<file path="config.mk">
export PLATFORM = sky130hd
export DESIGN_NAME = debug_monitor
export DESIGN_NICKNAME = d
export VERILOG_FILES = /design/src/rtl/debug_monitor.sv
export SDC_FILE = /design/constraint.sdc
export NUM_CORES = 1
export LEC_CHECK = 0
export CORE_ASPECT_RATIO = 1.5
export CORE_UTILIZATION = 30
export DETAILED_ROUTE_END_ITERATION = 8
export DONT_BUFFER_PORTS = 1
export GPL_ROUTABILITY_DRIVEN = 0
export PLACE_DENSITY_LB_ADDON = 0.08
export SLEW_MARGIN = 20
export SYNTH_ARGS = -nofsm -noshare
export SYNTH_HDL_FRONTEND = slang
export SYNTH_SLANG_ARGS = --single-unit
</file>
<file path="constraint.sdc">
create_clock -name clk -period 7.6 [get_ports clk]
set_input_delay 2.28 -clock clk [delete_from_list [all_inputs] [get_ports clk]]
set_output_delay 2.28 -clock clk [all_outputs]
set_load 0.005 [all_outputs]
</file>
<file path="src/rtl/debug_monitor.sv">
// Run/step/breakpoint controller for the CPU clock-enable, plus a
// double-dabble decimal display of one selectable debug channel.
module debug_monitor #(
    parameter int DIVISOR    = 50_000_000,
    parameter int VAL_WIDTH  = 6,
    parameter int NUM_CH     = 4,
    parameter int NUM_DIGITS = 2
) (
    input  logic                          clk,
    input  logic                          rst_n,
    input  logic                          mode_run,
    input  logic                          step,
    input  logic                          bp_en,
    input  logic [VAL_WIDTH-1:0]          bp_addr,
    input  logic [VAL_WIDTH-1:0]          pc,
    input  logic [NUM_CH*VAL_WIDTH-1:0]   ch_data,
    input  logic [((NUM_CH > 1) ? $clog2(NUM_CH) : 1)-1:0] ch_sel,
    output logic                          cpu_ce,
    output logic                          halted,
    output logic                          conv_done,
    output logic [7*NUM_DIGITS-1:0]       hex
);

    localparam int SEL_W   = (NUM_CH > 1) ? $clog2(NUM_CH) : 1;
    localparam int CNT_W   = (DIVISOR > 1) ? $clog2(DIVISOR) : 1;
    localparam int BCD_DIG = (VAL_WIDTH * 30103 + 99999) / 100000 + 1;
    localparam int BCD_W   = 4 * BCD_DIG;
    localparam int EXT_DIG = (BCD_DIG > NUM_DIGITS) ? BCD_DIG : NUM_DIGITS;
    localparam int EXT_W   = 4 * EXT_DIG;
    localparam int IT_W    = $clog2(VAL_WIDTH + 1);

    localparam logic [CNT_W-1:0] CNT_MAX = CNT_W'(DIVISOR - 1);
    localparam logic [IT_W-1:0]  IT_LAST = IT_W'(VAL_WIDTH - 1);
    localparam logic [6:0]       SEG_DASH = 7'b0111111;

    // ---------------- run / step / breakpoint ----------------
    logic [CNT_W-1:0] r_cnt;
    logic             r_ce;
    logic             r_halted;
    logic             r_step_q;
    logic             r_chk;

    logic             w_step_edge;
    logic             w_bp_hit;
    logic             w_tick;
    logic [CNT_W-1:0] w_cnt_nxt;
    logic             w_ce_nxt;
    logic             w_halt_nxt;

    assign w_step_edge = step & ~r_step_q;
    assign w_bp_hit    = r_chk & bp_en & (pc == bp_addr);
    assign w_tick      = mode_run & (r_cnt == CNT_MAX);

    // A breakpoint hit wins over a run pulse due in the same cycle.
    always_comb begin
        w_cnt_nxt  = '0;
        w_ce_nxt   = 1'b0;
        w_halt_nxt = r_halted;
        unique case (1'b1)
            r_halted & w_step_edge: begin
                w_ce_nxt   = 1'b1;
                w_halt_nxt = 1'b0;
            end
            r_halted & ~w_step_edge: begin
                w_halt_nxt = bp_en;
            end
            ~r_halted & w_bp_hit: begin
                w_halt_nxt = 1'b1;
            end
            ~r_halted & ~w_bp_hit & mode_run: begin
                w_ce_nxt  = w_tick;
                w_cnt_nxt = w_tick ? '0 : r_cnt + 1'b1;
            end
            ~r_halted & ~w_bp_hit & ~mode_run: begin
                w_ce_nxt = w_step_edge;
            end
        endcase
    end

    always_ff @(posedge clk) begin
        if (!rst_n) begin
            r_cnt    <= '0;
            r_ce     <= 1'b0;
            r_halted <= 1'b0;
            r_step_q <= 1'b0;
            r_chk    <= 1'b1;
        end else begin
            r_cnt    <= w_cnt_nxt;
            r_ce     <= w_ce_nxt;
            r_halted <= w_halt_nxt;
            r_step_q <= step;
            r_chk    <= r_ce;
        end
    end

    assign cpu_ce = r_ce;
    assign halted = r_halted;

    // ---------------- display converter ----------------
    typedef enum logic [1:0] {
        S_IDLE  = 2'd0,
        S_SHIFT = 2'd1,
        S_DONE  = 2'd2
    } conv_state_t;

    conv_state_t r_state;
    conv_state_t w_state_nxt;

    logic [VAL_WIDTH-1:0]    r_sh;
    logic [BCD_W-1:0]        r_bcd;
    logic [IT_W-1:0]         r_it;
    logic [7*NUM_DIGITS-1:0] r_hex;
    logic                    r_conv_done;

    logic [VAL_WIDTH-1:0]    w_ch;
    logic [BCD_W-1:0]        w_adj;
    logic [EXT_W-1:0]        w_bcd_ext;
    logic                    w_ovf;
    logic [7*NUM_DIGITS-1:0] w_hex_nxt;

    function automatic logic [6:0] seg7(input logic [3:0] d);
        logic [6:0] s;
        case (d)
            4'd0:    s = 7'b1000000;
            4'd1:    s = 7'b1111001;
            4'd2:    s = 7'b0100100;
            4'd3:    s = 7'b0110000;
            4'd4:    s = 7'b0011001;
            4'd5:    s = 7'b0010010;
            4'd6:    s = 7'b0000010;
            4'd7:    s = 7'b1111000;
            4'd8:    s = 7'b0000000;
            4'd9:    s = 7'b0010000;
            default: s = 7'b1111111;
        endcase
        return s;
    endfunction

    always_comb begin
        w_ch = ch_data[0 +: VAL_WIDTH];
        for (int k = 1; k < NUM_CH; k++) begin
            if (ch_sel == SEL_W'(k))
                w_ch = ch_data[k*VAL_WIDTH +: VAL_WIDTH];
        end
    end

    always_comb begin
        w_adj = r_bcd;
        for (int i = 0; i < BCD_DIG; i++) begin
            if (r_bcd[4*i +: 4] >= 4'd5)
                w_adj[4*i +: 4] = r_bcd[4*i +: 4] + 4'd3;
        end
    end

    assign w_bcd_ext = EXT_W'(r_bcd);

    // Any nonzero digit beyond the visible ones means the value won't fit.
    always_comb begin
        w_ovf     = |(w_bcd_ext >> (4 * NUM_DIGITS));
        w_hex_nxt = '1;
        for (int i = 0; i < NUM_DIGITS; i++) begin
            w_hex_nxt[7*i +: 7] = w_ovf ? SEG_DASH
                                        : seg7(w_bcd_ext[4*i +: 4]);
        end
    end

    always_comb begin
        w_state_nxt = r_state;
        case (r_state)
            S_IDLE:  w_state_nxt = S_SHIFT;
            S_SHIFT: if (r_it == IT_LAST) w_state_nxt = S_DONE;
            S_DONE:  w_state_nxt = S_IDLE;
            default: w_state_nxt = S_IDLE;
        endcase
    end

    always_ff @(posedge clk) begin
        if (!rst_n)
            r_state <= S_IDLE;
        else
            r_state <= w_state_nxt;
    end

    always_ff @(posedge clk) begin
        if (!rst_n) begin
            r_sh        <= '0;
            r_bcd       <= '0;
            r_it        <= '0;
            r_hex       <= '1;
            r_conv_done <= 1'b0;
        end else begin
            r_conv_done <= 1'b0;
            case (r_state)
                S_IDLE: begin
                    r_sh  <= w_ch;
                    r_bcd <= '0;
                    r_it  <= '0;
                end
                S_SHIFT: begin
                    r_bcd <= {w_adj[BCD_W-2:0], r_sh[VAL_WIDTH-1]};
                    r_sh  <= {r_sh[VAL_WIDTH-2:0], 1'b0};
                    r_it  <= r_it + 1'b1;
                end
                S_DONE: begin
                    r_hex       <= w_hex_nxt;
                    r_conv_done <= 1'b1;
                end
                default: begin
                    r_it <= '0;
                end
            endcase
        end
    end

    assign hex       = r_hex;
    assign conv_done = r_conv_done;

endmodule

</file>
* Word-level counts from Yosys, hierarchy flattened
Memory sizes are Yosys's and may differ from the RTL's. A register that Yosys moved wholly into a read port is not among the register bits. Cells that the tools add are included. Widths: inputs -> output; s select.
Storage, ports and cells: flip-flop bits (word level) 68, bits in read-only memories 224, memories kept 2
Operators by class: add/sub/neg operators 5, order comparisons 3, equal/unequal tests 9, multiplexer cells 20, bitwise gates (word level) 17, reduce and logical (&&, ||, !) cells 5
Memories:
- (no name shown) | words 16, bits a word 7, read ports 1, clocked after Yosys merged registers in 1, write ports 0, line 123 | case (d)
- (no name shown) | words 16, bits a word 7, read ports 1, clocked after Yosys merged registers in 1, write ports 0, line 123
Operators by type and width (number):
- $add 26x1->26 const B | 1
- $eq 26x26->1 const B | 1
- $mux 4 | 6
- $pmux 12 s2 | 1
- $mux 6 | 3
- $mux 7 | 2
- $ge 4x3->1 const B | 3
- $pmux 6 s2 | 1
- $and 1x1->1 | 10
- $add 4x2->4 const B | 2
- $not 1->1 | 7
- $eq 2x2->1 const B | 3
- $eq 6x6->1 | 1
- $pmux 1 s3 | 2
- $pmux 3 s2 | 1
- $eq 2x1->1 const B | 2
- $pmux 2 s2 | 1
- $reduce_or 4->1 | 1
- $add 3x1->3 const B | 1
- $add 3x2->3 const B | 1
- $eq 3x3->1 const B | 1
- $mux 3 | 1
- $reduce_bool 3->1 | 1
- $reduce_or 3->1 | 1
- other kinds (5) | 5

* Logic depth before layout (Yosys ltp)
depth in word-level cells 7, depth in mapped cells 11

* Worst setup path after synthesis
OpenSTA, ideal clock, no wires.
path type input to register, from in rst_n, to reg (tool-made name), setup time 120 ps, arrival time 3746 ps, required time 7480 ps, setup slack 3735 ps, stages 7, path buffers 2, path through clkbuf_1 -> clkbuf_1 -> and2_1 -> ha_1 -> a21o_1 -> a221o_1 -> o31a_1
RTL lines:
- start: declaration | line 10 | input logic rst_n,

* Final worst setup path
from in bp_addr[3], to reg r_cnt[5]
Between the ends: word-level cells in the longest chain between the ends 7
RTL lines:
- start: declaration | line 14 | input logic [VAL_WIDTH-1:0] bp_addr,
- $eq 6x6->1 | line 51 | assign w_bp_hit = r_chk & bp_en & (pc == bp_addr);
- $and 1x1->1 | line 51
- $not 1->1 | line 70 | ~r_halted & ~w_bp_hit & mode_run: begin
- $and 1x1->1 (2 in series) | line 70
- $not 1->1 (no line)
- $reduce_or 3->1 (no line)
- end signal: assignment | line 88 | r_cnt <= w_cnt_nxt;
- end: declaration | line 37 | logic [CNT_W-1:0] r_cnt;
Every way passes these cells. A chain may end at the register's enable or synchronous reset.

==> flow_metrics.env <==
export IMPL_io_pins=60
export IMPL_drc=7
export IMPL_p_leak_nw=1.80
export IMPL_grt_antenna_before_repair=0
export IMPL_status="finished, violations left"
export IMPL_whs_path_depth=2
export IMPL_maxCapViolations=0
export IMPL_grt_max_degree=42
export IMPL_worst_r2r_cell_count=11
export IMPL_fin_tns_setup_ps=0
export IMPL_ctsResizeCount=0
export IMPL_clk_pin_slew_ps=60
export IMPL_synth_cell_types=68
export IMPL_stdcell_count=622
export IMPL_cts_root_buffer="clkbuf_16"
export IMPL_period_share=0.479
export IMPL_use_met3=0.0278
export IMPL_p_total_w=0.000892
export IMPL_worstPathRequired_ps=7780
export IMPL_register_area_mm2=0.00164
export IMPL_drt_wl_total_um=9400
export IMPL_postRouteAntennaNets=0
export IMPL_ctsHtreeMaxLevel=3
export IMPL_initial_core_util=0.307
export IMPL_clock_sinks=82
export IMPL_area_growth_syn_to_layout_pct=9.37
export IMPL_setup_viol_count_final=0
export IMPL_cts_made_buffers=9
export IMPL_setup_worst_path_start_class="primary input"
export IMPL_endpoint_kind="register"
export IMPL_ys_ff_latch=82
export IMPL_syn_nets=529
export IMPL_max_freq_mhz=275
export IMPL_rows=52
export IMPL_diodes=0
export IMPL_layout_nets=518
export IMPL_grt_overflow_total=0
export IMPL_syn_area_mm2=0.00415
export IMPL_place_hpwl_um=6800
export IMPL_track_usage=0.139
export IMPL_grt_pass1_vias=3113
export IMPL_cts_tree="yes"
export IMPL_synth_edf_count=0
export IMPL_avgSynthCellArea_um2=8.91
export IMPL_use_met1=0.161
export IMPL_final_max_slew_violation_count=0
export IMPL_netlist_top_cells_count="dfxtp_1 (82), nor2_1 (59), nand2_1 (38)"
export IMPL_cts_buffer_depth=2
export IMPL_path_class="primary input to register"
export IMPL_ir_drop_mv=0.0743
export IMPL_top_usage_layer="met2"
export IMPL_syn_inst=466
export IMPL_fillers=1419
export IMPL_portBuffers=0
export IMPL_arrival_ps=3820
export IMPL_synthTopCellsByArea="dfxtp_1 (40%), ha_1 (6.0%), nor2_1 (5.3%)"
export IMPL_drt_iter0_drc=129
export IMPL_core_mm2=0.0135
export IMPL_rsz0062_at_grt="no"
export IMPL_violations="design-rule violations"
export IMPL_die_height_um=146
export IMPL_drive_gt1_frac=0.0870
export IMPL_yosysMostFrequentCell="dfxtp_1"
export IMPL_drt_vias_per_instance=5.08
export IMPL_postCtsSetupBuffers=0
export IMPL_synthArstFlopShare=0
export IMPL_post_route_min_period_ps=3640
export IMPL_critPathMaxFanout=25
export IMPL_via_count=3159
export IMPL_holdWs_ps=436
export IMPL_synth_ff_type="dfxtp_1"
export IMPL_yosys_area_top_type="dfxtp_1"
export IMPL_synth_top_cell_area_share=0.395
export IMPL_die_x_um=98.1
export IMPL_dieArea_mm2=0.0143
export IMPL_pwr_density_cell_mw_per_mm2=196
export IMPL_wl_per_cell_um=15.1
export IMPL_grt_pass1_wl_um=15800
export IMPL_dp_cells=606
export IMPL_relSlewSlack=0.418
export IMPL_worst_pin_slew_ps=873
export IMPL_multi_input_area_mm2=0.00230
export IMPL_skew_ps=5.40
export IMPL_hold_buffers=0
export IMPL_clk_latency_ps=330
export IMPL_firstDrtPassIters=6
export IMPL_hold_path_class="register to register"
export IMPL_grtUsageMet2=0.243
export IMPL_hold_viol=0
export IMPL_ys_seq_area_frac=0.395
export IMPL_synth_warnings=0
-- area by class of cell --
class                      count  share of cell area
sequential                    82               0.361
clock inverter                 5             0.00826
clock buffer                  11              0.0556
multi-input combinational    336               0.506
tap                          162              0.0446
inverter                      23              0.0190
timing repair buffer           3             0.00496
-- cell families (layout without fill, tap and decap cells) --
kind of cell,count (synthesis),after routing,synth area share
compound gates,83,83,0.139
fa+ha+maj,20,20,0.0603
buf+inv,48,42,0.0512
flops,82,82,0.395
mux,12,12,0.0470
xor+xnor,33,33,0.0696
simple gates,188,188,0.237
-- cell usage in the layout (no fill, tap or decap), types with 6 or more instances in the layout --
cell       instances
a21oi_1           15
and2_1             9
clkbuf_16          9
dfxtp_1           82
ha_1              20
inv_1             23
mux2i_1            6
mux4_2             6
nand2_1           38
nand2b_1           6
nand3_1           25
nand4_1            9
nor2_1            59
o21ai_0           14
o22ai_1           12
xnor2_1           12
xor2_1            21
-- power by group --
part | switching, W | leakage, nW | total, W | internal [W]
combinational | 0.0000183 | 0.995 | 0.0000355 | 0.0000172
sequential | 0.00000346 | 0.664 | 0.000439 | 0.000435
clock | 0.000177 | 0.138 | 0.000418 | 0.000240
total | 0.000199 | 1.80 | 0.000892 | 0.000693
-- critical path: stages --
cell	delay, ps
xor2_1	140
nor4_1	270
nand4_1	220
or3b_1	800
nor2_1	120
-- through the flow --
step	setup slack (ps)	area, µm²	utilization
final	3960	4540	0.336
after global routing	3780	4540	0.336
after CTS	3910	4540	0.336
after detailed placement	3560	4250	0.314
after global placement	3640	4250	0.314
after floorplan	3730	4150	-
-- metal layers --
metal,part of all wire,up-vias
li1,-,1615
met4,0.022,0
met5,0,-
met1,0.43,1478
met3,0.033,13
met2,0.52,53
-- worst paths after layout --
check	start	slack [ps]	to
setup / recovery	bp_addr[3]	3960	r_cnt[5]
hold / removal	register	440	hex[7]
setup reg to reg	r_bcd[1]	4710	register
hold reg to reg	register	440	hex[7]
Power figures use the tool's default switching activity.
